<file path="src/rtl/det_nxn_seq_if.sv">
// det_nxn_seq_if: request/result bundle between the operation decoder and the determinant engine
interface det_nxn_seq_if #(parameter int W = 8);
  logic start;
  logic [1:0] size;
  logic sat_en;
  logic [16*W-1:0] matriz;
  logic busy;
  logic done;
  logic [W-1:0] det;
  logic overflow;
  logic error;
  modport master(output start, size, sat_en, matriz, input busy, done, det, overflow, error);
  modport slave(input start, size, sat_en, matriz, output busy, done, det, overflow, error);
endinterface

</file>
<file path="src/rtl/det_nxn_seq.sv">
// det_nxn_seq: sequential Leibniz determinant engine for 2x2/3x3/4x4 matrices on one shared MAC
module det_nxn_seq #(parameter int W = 8) (
  input logic clk,
  input logic rst,
  det_nxn_seq_if.slave bus
);
  localparam int AW = 4*W+5;
  localparam int PW = 4*W;
  localparam logic signed [AW-1:0] MAXV = AW'(2**(W-1)-1);
  localparam logic signed [AW-1:0] MINV = ~MAXV;
  // Lexicographic permutations, p(0) in the top digit; sign bits set for odd parity
  localparam logic [23:0][7:0] P4 = {8'hE4, 8'hE1, 8'hD8, 8'hD2, 8'hC9, 8'hC6, 8'hB4, 8'hB1,
                                     8'h9C, 8'h93, 8'h8D, 8'h87, 8'h78, 8'h72, 8'h6C, 8'h63,
                                     8'h4E, 8'h4B, 8'h39, 8'h36, 8'h2D, 8'h27, 8'h1E, 8'h1B};
  localparam logic [7:0][5:0] P3 = {6'd0, 6'd0, 6'd36, 6'd33, 6'd24, 6'd18, 6'd9, 6'd6};
  localparam logic [1:0][3:0] P2 = {4'h4, 4'h1};
  localparam logic [23:0] S4 = 24'h666666;
  localparam logic [7:0] S3 = 8'h26;
  localparam logic [1:0] S2 = 2'b10;
  typedef enum logic [1:0] {IDLE, CALC, DONE} state_t;
  state_t r_st;
  logic [16*W-1:0] r_mat;
  logic [1:0] r_sz;
  logic r_sat;
  logic signed [AW-1:0] r_acc;
  logic signed [PW-1:0] r_pr;
  logic [4:0] r_t;
  logic [1:0] r_k;
  logic r_busy, r_done, r_ovf, r_err;
  logic [W-1:0] r_det;
  logic signed [W-1:0] w_m [16];
  logic [7:0] w_code;
  logic [1:0] w_col;
  logic w_neg, w_kl, w_tl, w_hi, w_lo;
  logic signed [W-1:0] w_a;
  logic signed [PW-1:0] w_ax, w_prod;
  logic signed [AW-1:0] w_acc;
  logic [W-1:0] w_det;
  for (genvar i = 0; i < 16; i++) begin : g_m
    assign w_m[i] = r_mat[W*(16-i)-1 -: W];
  end
  always_comb begin
    w_code = r_sz == 2'd2 ? P4[r_t] : r_sz == 2'd1 ? {P3[r_t[2:0]], 2'b00} : {P2[r_t[0]], 4'b0000};
    w_neg = r_sz == 2'd2 ? S4[r_t] : r_sz == 2'd1 ? S3[r_t[2:0]] : S2[r_t[0]];
    w_col = w_code[{2'd3 - r_k, 1'b0} +: 2];
    w_a = w_m[{r_k, w_col}];
    w_ax = {{(PW-W){w_a[W-1]}}, w_a};
    w_prod = r_pr * w_ax;
    w_acc = w_neg ? r_acc - AW'(w_prod) : r_acc + AW'(w_prod);
    w_kl = r_k == r_sz + 2'd1;
    w_tl = r_t == (r_sz == 2'd2 ? 5'd23 : r_sz == 2'd1 ? 5'd5 : 5'd1);
    w_hi = w_acc > MAXV;
    w_lo = w_acc < MINV;
    w_det = r_sat && w_hi ? MAXV[W-1:0] : r_sat && w_lo ? MINV[W-1:0] : w_acc[W-1:0];
  end
  always_ff @(posedge clk) begin
    if (rst) begin
      r_st <= IDLE;
      r_mat <= '0;
      r_sz <= '0;
      r_sat <= 1'b0;
      r_acc <= '0;
      r_pr <= '0;
      r_t <= '0;
      r_k <= '0;
      r_busy <= 1'b0;
      r_done <= 1'b0;
      r_det <= '0;
      r_ovf <= 1'b0;
      r_err <= 1'b0;
    end else begin
      case (r_st)
        IDLE: if (bus.start) begin
          r_mat <= bus.matriz;
          r_sz <= bus.size;
          r_sat <= bus.sat_en;
          r_acc <= '0;
          r_pr <= '0;
          r_t <= '0;
          r_k <= '0;
          r_busy <= 1'b1;
          if (bus.size == 2'b11) begin
            r_st <= DONE;
            r_done <= 1'b1;
            r_det <= '0;
            r_ovf <= 1'b0;
            r_err <= 1'b1;
          end else r_st <= CALC;
        end
        CALC: if (r_k == 2'd0) begin
          r_pr <= w_ax;
          r_k <= r_k + 2'd1;
        end else if (!w_kl) begin
          r_pr <= w_prod;
          r_k <= r_k + 2'd1;
        end else begin
          r_acc <= w_acc;
          r_k <= '0;
          r_t <= r_t + 5'd1;
          if (w_tl) begin
            r_st <= DONE;
            r_done <= 1'b1;
            r_det <= w_det;
            r_ovf <= w_hi | w_lo;
            r_err <= 1'b0;
          end
        end
        default: begin
          r_st <= IDLE;
          r_done <= 1'b0;
          r_busy <= 1'b0;
        end
      endcase
    end
  end
  assign bus.busy = r_busy;
  assign bus.done = r_done;
  assign bus.det = r_det;
  assign bus.overflow = r_ovf;
  assign bus.error = r_err;
endmodule
</file>
<file path="src/flat_wrapper.sv">
// flat-port wrapper written by rule: the top's interface ports become plain ports
module det_nxn_seq_flat 
#(parameter int W = 8)
  (clk, rst, bus_start, bus_size, bus_sat_en, bus_matriz, bus_busy, bus_done, bus_det, bus_overflow, bus_error);
  det_nxn_seq_if #(.W(W)) bus_i ();
  input logic clk;
  input logic rst;
  input wire logic [$bits(bus_i.start)-1:0] bus_start;
  input wire logic [$bits(bus_i.size)-1:0] bus_size;
  input wire logic [$bits(bus_i.sat_en)-1:0] bus_sat_en;
  input wire logic [$bits(bus_i.matriz)-1:0] bus_matriz;
  output wire logic [$bits(bus_i.busy)-1:0] bus_busy;
  output wire logic [$bits(bus_i.done)-1:0] bus_done;
  output wire logic [$bits(bus_i.det)-1:0] bus_det;
  output wire logic [$bits(bus_i.overflow)-1:0] bus_overflow;
  output wire logic [$bits(bus_i.error)-1:0] bus_error;
  assign bus_i.start = bus_start;
  assign bus_i.size = bus_size;
  assign bus_i.sat_en = bus_sat_en;
  assign bus_i.matriz = bus_matriz;
  assign bus_busy = bus_i.busy;
  assign bus_done = bus_i.done;
  assign bus_det = bus_i.det;
  assign bus_overflow = bus_i.overflow;
  assign bus_error = bus_i.error;
  det_nxn_seq #(.W(W)) u_core (.clk(clk), .rst(rst), .bus(bus_i));
endmodule
</file>
<file path="config.mk">
export PLATFORM = sky130hd
export DESIGN_NAME = det_nxn_seq_flat
export DESIGN_NICKNAME = d
export VERILOG_FILES = /design/src/rtl/det_nxn_seq_if.sv /design/src/rtl/det_nxn_seq.sv /design/src/flat_wrapper.sv
export SDC_FILE = /design/constraint.sdc
export NUM_CORES = 1
export LEC_CHECK = 0
export CAP_MARGIN = 20
export CORE_MARGIN = 2
export CORE_UTILIZATION = 35
export DETAILED_ROUTE_END_ITERATION = 12
export DONT_BUFFER_PORTS = 1
export GPL_TIMING_DRIVEN = 0
export MAX_ROUTING_LAYER = met4
export PLACE_DENSITY = 0.52
export SLEW_MARGIN = 10
export SYNTH_ARGS = -nofsm -noshare
export SYNTH_HDL_FRONTEND = slang
export SYNTH_SLANG_ARGS = --single-unit
</file>
<file path="constraint.sdc">
create_clock -name clk -period 14.6 [get_ports clk]
set_input_delay 2.92 -clock clk [delete_from_list [all_inputs] [get_ports clk]]
set_output_delay 2.92 -clock clk [all_outputs]
set_load 0.02 [all_outputs]
</file>
==> run metrics <==
status finished, final reports clean; Register-to-Register Path Depth 48; mapped cell area 0.0204 mm²; DP Area between 0.02 and 0.025 mm²; number of vias per cell 5.31; largest family of logic cells by synthesized area adder cells; initial antenna violation count 6; prevailing post-synth register cell dfxtp_1; hold path start u_core.r_mat[23]; CP peak stage delay around 630 ps; post-synthesis mux area share 3.19%; P per Cell Area about 130 mW/mm²; row count 88; Hold Vio Cnt, Final 0; Worst R2R Setup Slack about 740 ps; GRT Util Overall 22.4%; CP required 15050 ps; final setup vio count 0; number of remaining DRC errors 0; CTS Buf Count 27; syn_nets 2954; fill count between 6000 and 7000; Detailed Place HPWL 52.8 mm; Critical Path End u_core.bus.det[7]; Synth async-reset ratio 0%; xor/xnor share of the synthesized area 4.32%; Unique masters post-synth 89; CTS root buf clkbuf_16; placed instance count 3309; Synth Area in Compound Gates 17.9%; VDD IR max about 94 µV; Core Box Area 0.0577 mm²; Tot Pwr roughly 0.0029 W; register area 0.00474 mm²; largest buffer count on any clock path 3; CP arrival 14310 ps; Slew @ Worst Pin 1260 ps; CP Depth 48; number of synthesized flops with an enable pin 0; GPL Wtd Cong 0.928; Max H-tree Level 1; DRT iter0 DRCs 926; R2R Path End u_core.bus.det[7]; post-route ant nets 0; max-slew violations 0; CTS Hold Bufs 0; fin crit period 13860 ps; Routed WL per cell 19.7 µm; slowest stage cell on the critical path o22ai_1; crit path max fanout 10; Reg-to-Reg Start u_core.r_sz[0]; clock skew approximately 9.6 ps; count of input and output buffers 0; fin nets 2984; final std cells w/o fill 3361; Cells after Synth 2543; Mean Syn Cell Area 8.02 µm²; endpoint type of the worst setup path flip-flop; most common cell after layout, fill and taps aside nand2_1; # IOs between 100 and 150; Area Growth Syn to Fin 9.90%; Setup CP Type flip-flop to flip-flop; cell area after layout between 0.02 and 0.025 mm²; Worst-path clk slew 60 ps; global-route wire length before repair 102 mm; MaxCap Viol Count 0; Final Cycle Share 94.9%; CP startpoint kind flip-flop; most frequent cells in the layout nand2_1 (422), inv_1 (252), dfxtp_1 (237); Hold Path Depth 2; largest net degree at the start of global routing 20; unrepaired setup endpoints after global routing false; share of cells above drive strength 1 4.67%; DRT Pass-1 Iters 6; Die ar. approximately 0.06 mm²; total gr overflow 0; area of the multi-input gates 0.0142 mm²; Crit. Startpoint u_core.r_sz[0]; vias in the first global route 17936; worst skew pair latency around 560 ps; worst path bufs/invs 11; post-synthesis sequential area ratio 23.3%; Highest Clock Rate about 0.07 GHz; adder-cell share of the synthesized area 22.8%; Vias 17846; Total Wirelength 66.1 mm; Initial Utilization 35.4%; hold crit path type flip-flop to flip-flop; Post-Synth Simple-Gate Area 21.1%; Top Family by Delay on Critical Path compound AO/OA/AOI/OAI gates; CTS tree done; Die H 245 µm; clk sinks roughly 240; Crit path top cell by count inv_1; Leak about 10 nW; FF+latch count, synth 237; Yosys warnings 0; Slew headroom between 15 and 20%; die width 245 µm
[cells by family after synthesis]
group           Yosys count
simple gates            913
compound gates          580
buf+inv                 390
fa+ha+maj               277
flops                   237
xor+xnor                 97
mux                      49
[through the flow]
step                hold WS, ps  setup TNS [ps]  util (%)  worst slack, ps
floorplan                   432               0         -             2940
global placement            441           -4040      37.0             -500
detailed placement          445           -4320      37.0             -580
CTS                         454               0      38.7             5.34
global route                471               0      38.8             20.3
finish                      453               0      38.8              741
[registers in the layout, summed over array words and instances (netlist names), named ones only]
signal,cells
u_core.bus.done,1
u_core.bus.det,8
u_core.r_pr,32
u_core.r_sz,2
u_core.r_st,2
u_core.r_k,2
u_core.r_sat,1
u_core.bus.overflow,1
u_core.r_acc,37
u_core.r_t,5
u_core.bus.error,1
u_core.bus.busy,1
u_core.r_mat,128
[synthesized netlist by cell type (all sizes together) (22+ instances only)]
library cell,n,area share (%)
a21oi,236,5.8
mux2i,32,1.6
a21o,37,1.4
nor2,145,2.7
nor2b,33,1.0
o21ai,91,2.3
ha,119,7.3
and2,172,5.3
buf,22,0.63
clkbuf,114,2.1
a22oi,48,1.8
nand2,423,7.8
xor2,35,1.5
xnor2,60,2.6
inv,253,4.7
dfxtp,237,23
nor3,29,0.71
fa,158,16
[cell type report]
class / count / area share (%)
Antenna cell: 5 / 0.0558
Timing Repair Buffer: 3 / 0.100
Tap cell: 765 / 4.27
Multi-Input combinational cell: 1916 / 63.4
Inverter: 254 / 4.26
Clock inverter: 15 / 0.971
Buffer: 134 / 2.48
Sequential cell: 237 / 21.2
Clock buffer: 32 / 3.32
[report_power, final]
group / switching, W / internal, W / leakage, nW / total, W
clock: 0.000297 / 0.000451 / 0.464 / 0.000748
combinational: 0.000920 / 0.000483 / 7.37 / 0.00140
sequential: 0.0000466 / 0.000691 / 1.93 / 0.000737
[worst min path at each step]
stage	end	slack [ps]
2_1_floorplan	u_core.r_mat[104]	430
3_3_place_gp	u_core.r_mat[105]	440
3_5_place_dp	u_core.r_pr[31]	440
4_1_cts	u_core.r_pr[31]	450
5_1_grt	u_core.r_mat[105]	470
6_report	u_core.r_mat[23]	450
[tightest hold or removal path, cell delays in order, from the launching register on]
cell and delay, ps:
dfxtp_1 310, nand2_1 50, a21oi_1 50
[routing by layer]
metal	track usage [%]	part of all wire, %	vias to the layer above
li1	-	-	8568
met4	7.17	2.9	0
met3	2.98	4.8	104
met1	27.6	43	8736
met2	38.1	49	438
met5	-	0	-
[timing repair]
action | in CTS | in global routing
endpoints found under the hold margin | 0 | 0
resized for setup | 4 | 18
endpoints found under the setup margin | 9 | 10
pin swaps | 0 | 1
setup buffers | 0 | 2
Note: power is estimated with default switching activity, not from simulation.
